$ cat src/rtl/ddr_tx_sequencer.sv
// rtl/ddr_tx_sequencer.sv - word-to-(dp,dn) beat sequencer for a dual-edge output flop; optional parity beat via DDR_TX_SEQ_PARITY_EN
module ddr_tx_sequencer #(
    parameter int   DATA_WIDTH = 1,
    parameter int   WORD_WIDTH = 16,
    parameter int   GAP_CYCLES = 2,
    parameter logic IDLE_LEVEL = 1'b0
) (
    input  logic                  clk,
    input  logic                  rst_n,
    input  logic [WORD_WIDTH-1:0] s_data,
    input  logic                  s_valid,
    input  logic                  s_last,
    output logic                  s_ready,
    output logic [DATA_WIDTH-1:0] dp,
    output logic [DATA_WIDTH-1:0] dn,
    output logic                  tx_en,
    output logic                  frame_active,
    output logic                  busy
);

    localparam int BEATS      = WORD_WIDTH / (2 * DATA_WIDTH);
    localparam int CNT_W      = (BEATS > 1) ? $clog2(BEATS) : 1;
    localparam int GAP_W      = (GAP_CYCLES > 1) ? $clog2(GAP_CYCLES) : 1;
    localparam int SHIFT_STEP = 2 * DATA_WIDTH;

    localparam logic [CNT_W-1:0]      LAST_BEAT = CNT_W'(BEATS - 1);
    localparam logic [GAP_W-1:0]      LAST_GAP  = GAP_W'((GAP_CYCLES > 0) ? GAP_CYCLES - 1 : 0);
    localparam logic [DATA_WIDTH-1:0] IDLE_LANE = {DATA_WIDTH{IDLE_LEVEL}};

    // A word must split into a whole number of (dp,dn) beats.
    if ((WORD_WIDTH % (2 * DATA_WIDTH)) != 0) begin : g_width_check
        $error("ddr_tx_sequencer: WORD_WIDTH must be a multiple of 2*DATA_WIDTH");
    end

`ifdef DDR_TX_SEQ_PARITY_EN
    typedef enum logic [1:0] {
        S_IDLE   = 2'd0,
        S_SHIFT  = 2'd1,
        S_GAP    = 2'd2,
        S_PARITY = 2'd3
    } state_t;
`else
    typedef enum logic [1:0] {
        S_IDLE  = 2'd0,
        S_SHIFT = 2'd1,
        S_GAP   = 2'd2
    } state_t;
`endif

    state_t                  state_q, state_d;
    logic [CNT_W-1:0]        cnt_q, cnt_d;
    logic [GAP_W-1:0]        gap_q, gap_d;
    logic [WORD_WIDTH-1:0]   shift_q, shift_d;
    logic                    last_q, last_d;
    // Frame still open while stalled in IDLE between words of one frame.
    logic                    open_q, open_d;

    logic [DATA_WIDTH-1:0]   dp_q, dp_d;
    logic [DATA_WIDTH-1:0]   dn_q, dn_d;
    logic                    tx_en_q, tx_en_d;
    logic                    frame_active_q, frame_active_d;

`ifdef DDR_TX_SEQ_PARITY_EN
    logic [DATA_WIDTH-1:0]   acc_dp_q, acc_dp_d;
    logic [DATA_WIDTH-1:0]   acc_dn_q, acc_dn_d;
`endif

    logic [DATA_WIDTH-1:0]   beat_dp;
    logic [DATA_WIDTH-1:0]   beat_dn;
    logic                    final_beat;

    // Current beat is always the top 2*D bits of the shift register, MSB-first.
    assign beat_dp    = shift_q[WORD_WIDTH-1 -: DATA_WIDTH];
    assign beat_dn    = shift_q[WORD_WIDTH-1-DATA_WIDTH -: DATA_WIDTH];
    assign final_beat = (state_q == S_SHIFT) && (cnt_q == LAST_BEAT);

    // Ready depends only on registered state, never on s_valid.
    assign s_ready = (state_q == S_IDLE) || (final_beat && !last_q);

    assign busy         = (state_q != S_IDLE);
    assign dp           = dp_q;
    assign dn           = dn_q;
    assign tx_en        = tx_en_q;
    assign frame_active = frame_active_q;

    // State register and datapath registers.
    always_ff @(posedge clk) begin
        if (!rst_n) begin
            state_q <= S_IDLE;
            cnt_q   <= '0;
            gap_q   <= '0;
            shift_q <= '0;
            last_q  <= 1'b0;
            open_q  <= 1'b0;
`ifdef DDR_TX_SEQ_PARITY_EN
            acc_dp_q <= '0;
            acc_dn_q <= '0;
`endif
        end else begin
            state_q <= state_d;
            cnt_q   <= cnt_d;
            gap_q   <= gap_d;
            shift_q <= shift_d;
            last_q  <= last_d;
            open_q  <= open_d;
`ifdef DDR_TX_SEQ_PARITY_EN
            acc_dp_q <= acc_dp_d;
            acc_dn_q <= acc_dn_d;
`endif
        end
    end

    // Next-state: accept words, step beats, chain back-to-back words, time the gap.
    always_comb begin
        state_d = state_q;
        cnt_d   = cnt_q;
        gap_d   = gap_q;
        shift_d = shift_q;
        last_d  = last_q;
        open_d  = open_q;
`ifdef DDR_TX_SEQ_PARITY_EN
        acc_dp_d = acc_dp_q;
        acc_dn_d = acc_dn_q;
`endif
        case (state_q)
            S_IDLE: begin
                if (s_valid) begin
                    state_d = S_SHIFT;
                    shift_d = s_data;
                    last_d  = s_last;
                    cnt_d   = '0;
                    open_d  = 1'b0;
`ifdef DDR_TX_SEQ_PARITY_EN
                    // A fresh frame starts the parity over; a resumed one keeps it.
                    if (!open_q) begin
                        acc_dp_d = '0;
                        acc_dn_d = '0;
                    end
`endif
                end
            end
            S_SHIFT: begin
`ifdef DDR_TX_SEQ_PARITY_EN
                acc_dp_d = acc_dp_q ^ beat_dp;
                acc_dn_d = acc_dn_q ^ beat_dn;
`endif
                if (cnt_q != LAST_BEAT) begin
                    cnt_d   = cnt_q + CNT_W'(1);
                    shift_d = shift_q << SHIFT_STEP;
                end else if (last_q) begin
                    gap_d = '0;
`ifdef DDR_TX_SEQ_PARITY_EN
                    state_d = S_PARITY;
`else
                    if (GAP_CYCLES > 0) begin
                        state_d = S_GAP;
                    end else begin
                        state_d = S_IDLE;
                    end
`endif
                end else if (s_valid) begin
                    // Next word of the same frame follows with no bubble.
                    shift_d = s_data;
                    last_d  = s_last;
                    cnt_d   = '0;
                end else begin
                    state_d = S_IDLE;
                    open_d  = 1'b1;
                end
            end
            S_GAP: begin
                if (gap_q == LAST_GAP) begin
                    state_d = S_IDLE;
                end else begin
                    gap_d = gap_q + GAP_W'(1);
                end
            end
`ifdef DDR_TX_SEQ_PARITY_EN
            S_PARITY: begin
                gap_d = '0;
                if (GAP_CYCLES > 0) begin
                    state_d = S_GAP;
                end else begin
                    state_d = S_IDLE;
                end
            end
`endif
            default: begin
                state_d = S_IDLE;
            end
        endcase
    end

    // Output next-values: registered one clock behind the state that produces them.
    always_comb begin
        dp_d           = IDLE_LANE;
        dn_d           = IDLE_LANE;
        tx_en_d        = 1'b0;
        frame_active_d = 1'b0;
        case (state_q)
            S_SHIFT: begin
                dp_d           = beat_dp;
                dn_d           = beat_dn;
                tx_en_d        = 1'b1;
                frame_active_d = 1'b1;
            end
`ifdef DDR_TX_SEQ_PARITY_EN
            S_PARITY: begin
                dp_d           = acc_dp_q;
                dn_d           = acc_dn_q;
                tx_en_d        = 1'b1;
                frame_active_d = 1'b1;
            end
`endif
            S_IDLE: begin
                frame_active_d = open_q;
            end
            default: begin
                frame_active_d = 1'b0;
            end
        endcase
    end

    // Output registers; reset forces the idle level immediately.
    always_ff @(posedge clk) begin
        if (!rst_n) begin
            dp_q           <= IDLE_LANE;
            dn_q           <= IDLE_LANE;
            tx_en_q        <= 1'b0;
            frame_active_q <= 1'b0;
        end else begin
            dp_q           <= dp_d;
            dn_q           <= dn_d;
            tx_en_q        <= tx_en_d;
            frame_active_q <= frame_active_d;
        end
    end

endmodule

$ cat config.mk
export PLATFORM = sky130hd
export DESIGN_NAME = ddr_tx_sequencer
export DESIGN_NICKNAME = d
export VERILOG_FILES = /design/src/rtl/ddr_tx_sequencer.sv
export SDC_FILE = /design/constraint.sdc
export NUM_CORES = 1
export LEC_CHECK = 0
export ABC_AREA = 1
export BUFFER_PORTS_ARGS = -buffer_cell sky130_fd_sc_hd__buf_2
export CAP_MARGIN = 10
export CORE_UTILIZATION = 50
export CTS_CLUSTER_DIAMETER = 200
export DETAILED_ROUTE_END_ITERATION = 6
export MAX_ROUTING_LAYER = met4
export PLACE_DENSITY = 0.73
export SYNTH_ARGS = -nofsm -noshare
export SYNTH_HDL_FRONTEND = slang
export SYNTH_SLANG_ARGS = --single-unit
$ cat constraint.sdc
create_clock -name clk -period 2.39 [get_ports clk]
set_input_delay 0.239 -clock clk [delete_from_list [all_inputs] [get_ports clk]]
set_output_delay 0.239 -clock clk [all_outputs]
set_load 0.02 [all_outputs]
==> summary.md <==
| Metric | Value |
|---|---|
| Tot GR Track Use | a little over a fifth |
| RSZ-0062 raised after global routing | no |
| Drt pass-1 iters | 4 |
| Row Count | 18 |
| Layout cells sized above 1 | between 20% and 30% |
| Maximum net fanout on the critical path | 3 |
| Detailed Route Iter0 Violations | 32 |
| Flop pwr share | 52.5% |
| Critical path endpoint category | output port |
| Final worst path period need | around 1.9 ns |
| Max Root-Sink Buffers | 2 |
| Power per Cell Area | ~600 nW/um2 |
| Worst setup margin | approximately 0.48 ns |
| Max incr delay on CP | about 0.37 ns |
| P_int | about 0.73 mW |
| Global route overflow | 0 |
| Clk sinks | 28 |
| Fill count | 243 |
| Initial antenna violation count | 0 |
| Most frequent cell on the critical path | ha_1 |
| LEAKAGE | about 0.80 nW |
| Reg area | ~560 um2 |
| Antenna cells | 0 |
| Htree depth | 1 |
| Net Count, Synth | 230 |
| Logic pwr share | 15.7% |
| Startpoint types | flop |
| Critical path class | flop to output port |
| IR Drop Worst-Case VDD | just over 0.0004 V |
| Vias in the first global route | 1122 |
| DP HPWL | 1978 um |
| Most area-consuming cells after synthesis | dfxtp_1, nand2_1, nor2_1 |
| Vias | between 1000 and 1500 |
| Vias per std cell | 5.093 |
| Hold Buf Count CTS | 0 |
| Initial Utilization | between 50 and 60% |
| Clock power frac | 31.8% |
| Worst path cell trace | ha_1 -> ha_1 -> inv_1 -> o31ai_1 -> buf_2 |
| DR WL/cell | between 10 and 15 um |
| Multi-input combinational cell area | between 700 and 800 um2 |
| Net Sw Power | around 0.25 mW |
| Flip-flop and latch count after synthesis | 28 |
| Sw Share | approximately a quarter |
| Worst-path clk slew | ~0.16 ns |
| Routed WL | between 2000 and 3000 um |
| Largest net degree at the start of global routing | 19 |
| Period Utilization, post-route | 79.83% |
| Clk Latency, worst-skew pair | between 0.3 and 0.4 ns |
| Fmax | 524.1 MHz |
| Synth area leader | dfxtp_1 |
| Critical Path AT | between 1.5 and 2 ns |
| Share of the synthesized area in the top cell type | about two fifths |
| # port buffers | 25 |
| Slew HR | between 60% and 70% |
| Final setup viols | 0 |
| Core area | about 2600 um2 |
| CTS tree | done |
| Clock root buffer | clkbuf_4 |
| Status | finished clean |
| Gpl congestion | between 0.8 and 0.9 |
| Register area share after synthesis | between 30% and 40% |
| Setup TNS | 0 ns |
| Final Hold Fails | 0 |
| Ys async rst share | 0% |
| Min Hold Slack | 0.2270 ns |
| Die span in x | 55.01 um |
| Synthesized area per cell | around 6.8 um2 |
| First-pass GRT wire length | ~4600 um |
| # DRC | 0 |
| Required @ worst endpoint | about 2.2 ns |
| Hold Crit Class | input pin to flop |
| Post-DRT Antenna Nets | 0 |
| Layout area overhead | 12.73% |
| Placement Setup Slack | approximately 0.56 ns |
| Final Skew | between 0.01 and 0.015 ns |
| Max-Cap Viols | 0 |
| Cts repair resizes | 0 |
| Final net count | 253 |
| Post-Syn Instances | around 210 |
| Mapped Area | about 1400 um2 |
| Yosys warns | 0 |
| Die area | around 3000 um2 |
| Post-synth EDFFs | 0 |
| Slowest cell on crit path | dfxtp_1 |
| Height of the die | 55.01 um |
| Library cells used by synthesis | 24 |
| Final Max Tran Viols | 0 |
| Number of buffers created by CTS | 3 |
| I/O pin count | 26 |
| Worst Tran Pin Value | 0.4976 ns |
| Post-CTS Setup Bufs | 0 |
| Ys flop type | dfxtp_1 |
## through the flow
| step | std cells | total power, mW | instance area, um2 | utilization, % |
|---|---|---|---|---|
| 3_3_place_gp | 255 | 0.6738 | 1531 | 59.65 |
| 3_5_place_dp | 255 | 0.6790 | 1531 | 59.65 |
| 5_1_grt | 259 | 1.035 | 1584 | 61.70 |
| 2_1_floorplan | 207 | 0.6403 | 1405 | - |
| 6_report | 259 | 0.9794 | 1584 | 61.70 |
| 4_1_cts | 259 | 0.9882 | 1584 | 61.70 |
## layer usage
metal	vias to the layer above	wire, um	global-route usage (%)
met5	-	0	-
met4	0	15	5.417
met3	2	145	2.732
met2	34	1337	37.15
met1	591	1391	26.82
li1	692	-	-
## placed cells by master (no fill, tap or decap)
cell type	instances
nand2_2	2
o31ai_1	1
nor2_1	32
bufinv_16	1
o21bai_1	1
clkbuf_4	3
nand2_1	65
inv_1	9
nor3b_1	2
inv_2	3
o21ai_0	5
a211oi_1	1
nor2_2	2
buf_2	25
dfxtp_1	28
a21oi_1	7
nand3_1	18
buf_4	1
nand4_1	1
nor2_4	2
a31oi_2	1
ha_1	3
and3_1	1
or2_2	15
## final cells by class
class                      instances  share of cell area [%]
multi-input combinational        159                   47.71
timing repair buffer              26                   8.373
clock buffer                       3                   1.422
tap                               30                   2.370
clock inverter                     1                   1.896
sequential                        28                   35.39
inverter                          12                   2.844
## worst max-delay path, delay by kind of cell (launching register included)
| kind | cells | cell delay, ns |
|---|---|---|
| DFF | 1 | 0.37 |
| AOI/OAI and AO/OA | 1 | 0.25 |
| adders and majority gates | 2 | 0.40 |
| buffers and inverters | 2 | 0.31 |
## logic make-up after synthesis
| group | Yosys count | synth area share [%] |
|---|---|---|
| AO/OA/AOI/OAI | 16 | 6.768 |
| adder cells (fa/ha/maj) | 3 | 2.672 |
| buffers and inverters | 20 | 6.322 |
| flip-flops | 28 | 39.89 |
| AND/OR/NAND/NOR | 140 | 44.35 |
## synthesized netlist by cell type (2+ instances only)
| library cell | instances |
|---|---|
| a21oi_1 | 7 |
| buf_2 | 2 |
| clkbuf_1 | 4 |
| dfxtp_1 | 28 |
| ha_1 | 3 |
| inv_1 | 9 |
| inv_2 | 3 |
| nand2_1 | 65 |
| nand2_2 | 2 |
| nand3_1 | 18 |
| nor2_1 | 32 |
| nor2_2 | 2 |
| nor2_4 | 2 |
| nor3b_1 | 2 |
| o21ai_0 | 5 |
| or2_2 | 15 |
## power by group through the flow
stage | Sequential, mW | Combinational [mW] | Clock [mW]
finish | 0.515 | 0.154 | 0.311
global route | 0.519 | 0.176 | 0.339
CTS | 0.515 | 0.155 | 0.318
detailed placement | 0.525 | 0.155 | 0
global placement | 0.524 | 0.150 | 0
floorplan | 0.524 | 0.116 | 0
## state kept, by name, indices dropped and copies added (netlist names)
signal	count
cnt_q	3
dn	1
dp	1
frame_active	1
gap_q	1
last_q	1
open_q	1
shift_q	16
state_q	2
tx_en	1
## final timing paths
check | start | endpoint | slack, ns | cells past startpoint
max | cnt_q[1] | s_ready | 0.48 | 5
min | s_valid | open_q | 0.23 | 4
max reg2reg | cnt_q[0] | shift_q[5] | 0.54 | 9
min reg2reg | open_q | open_q | 0.47 | 2
(Power assumes the default switching activity.)
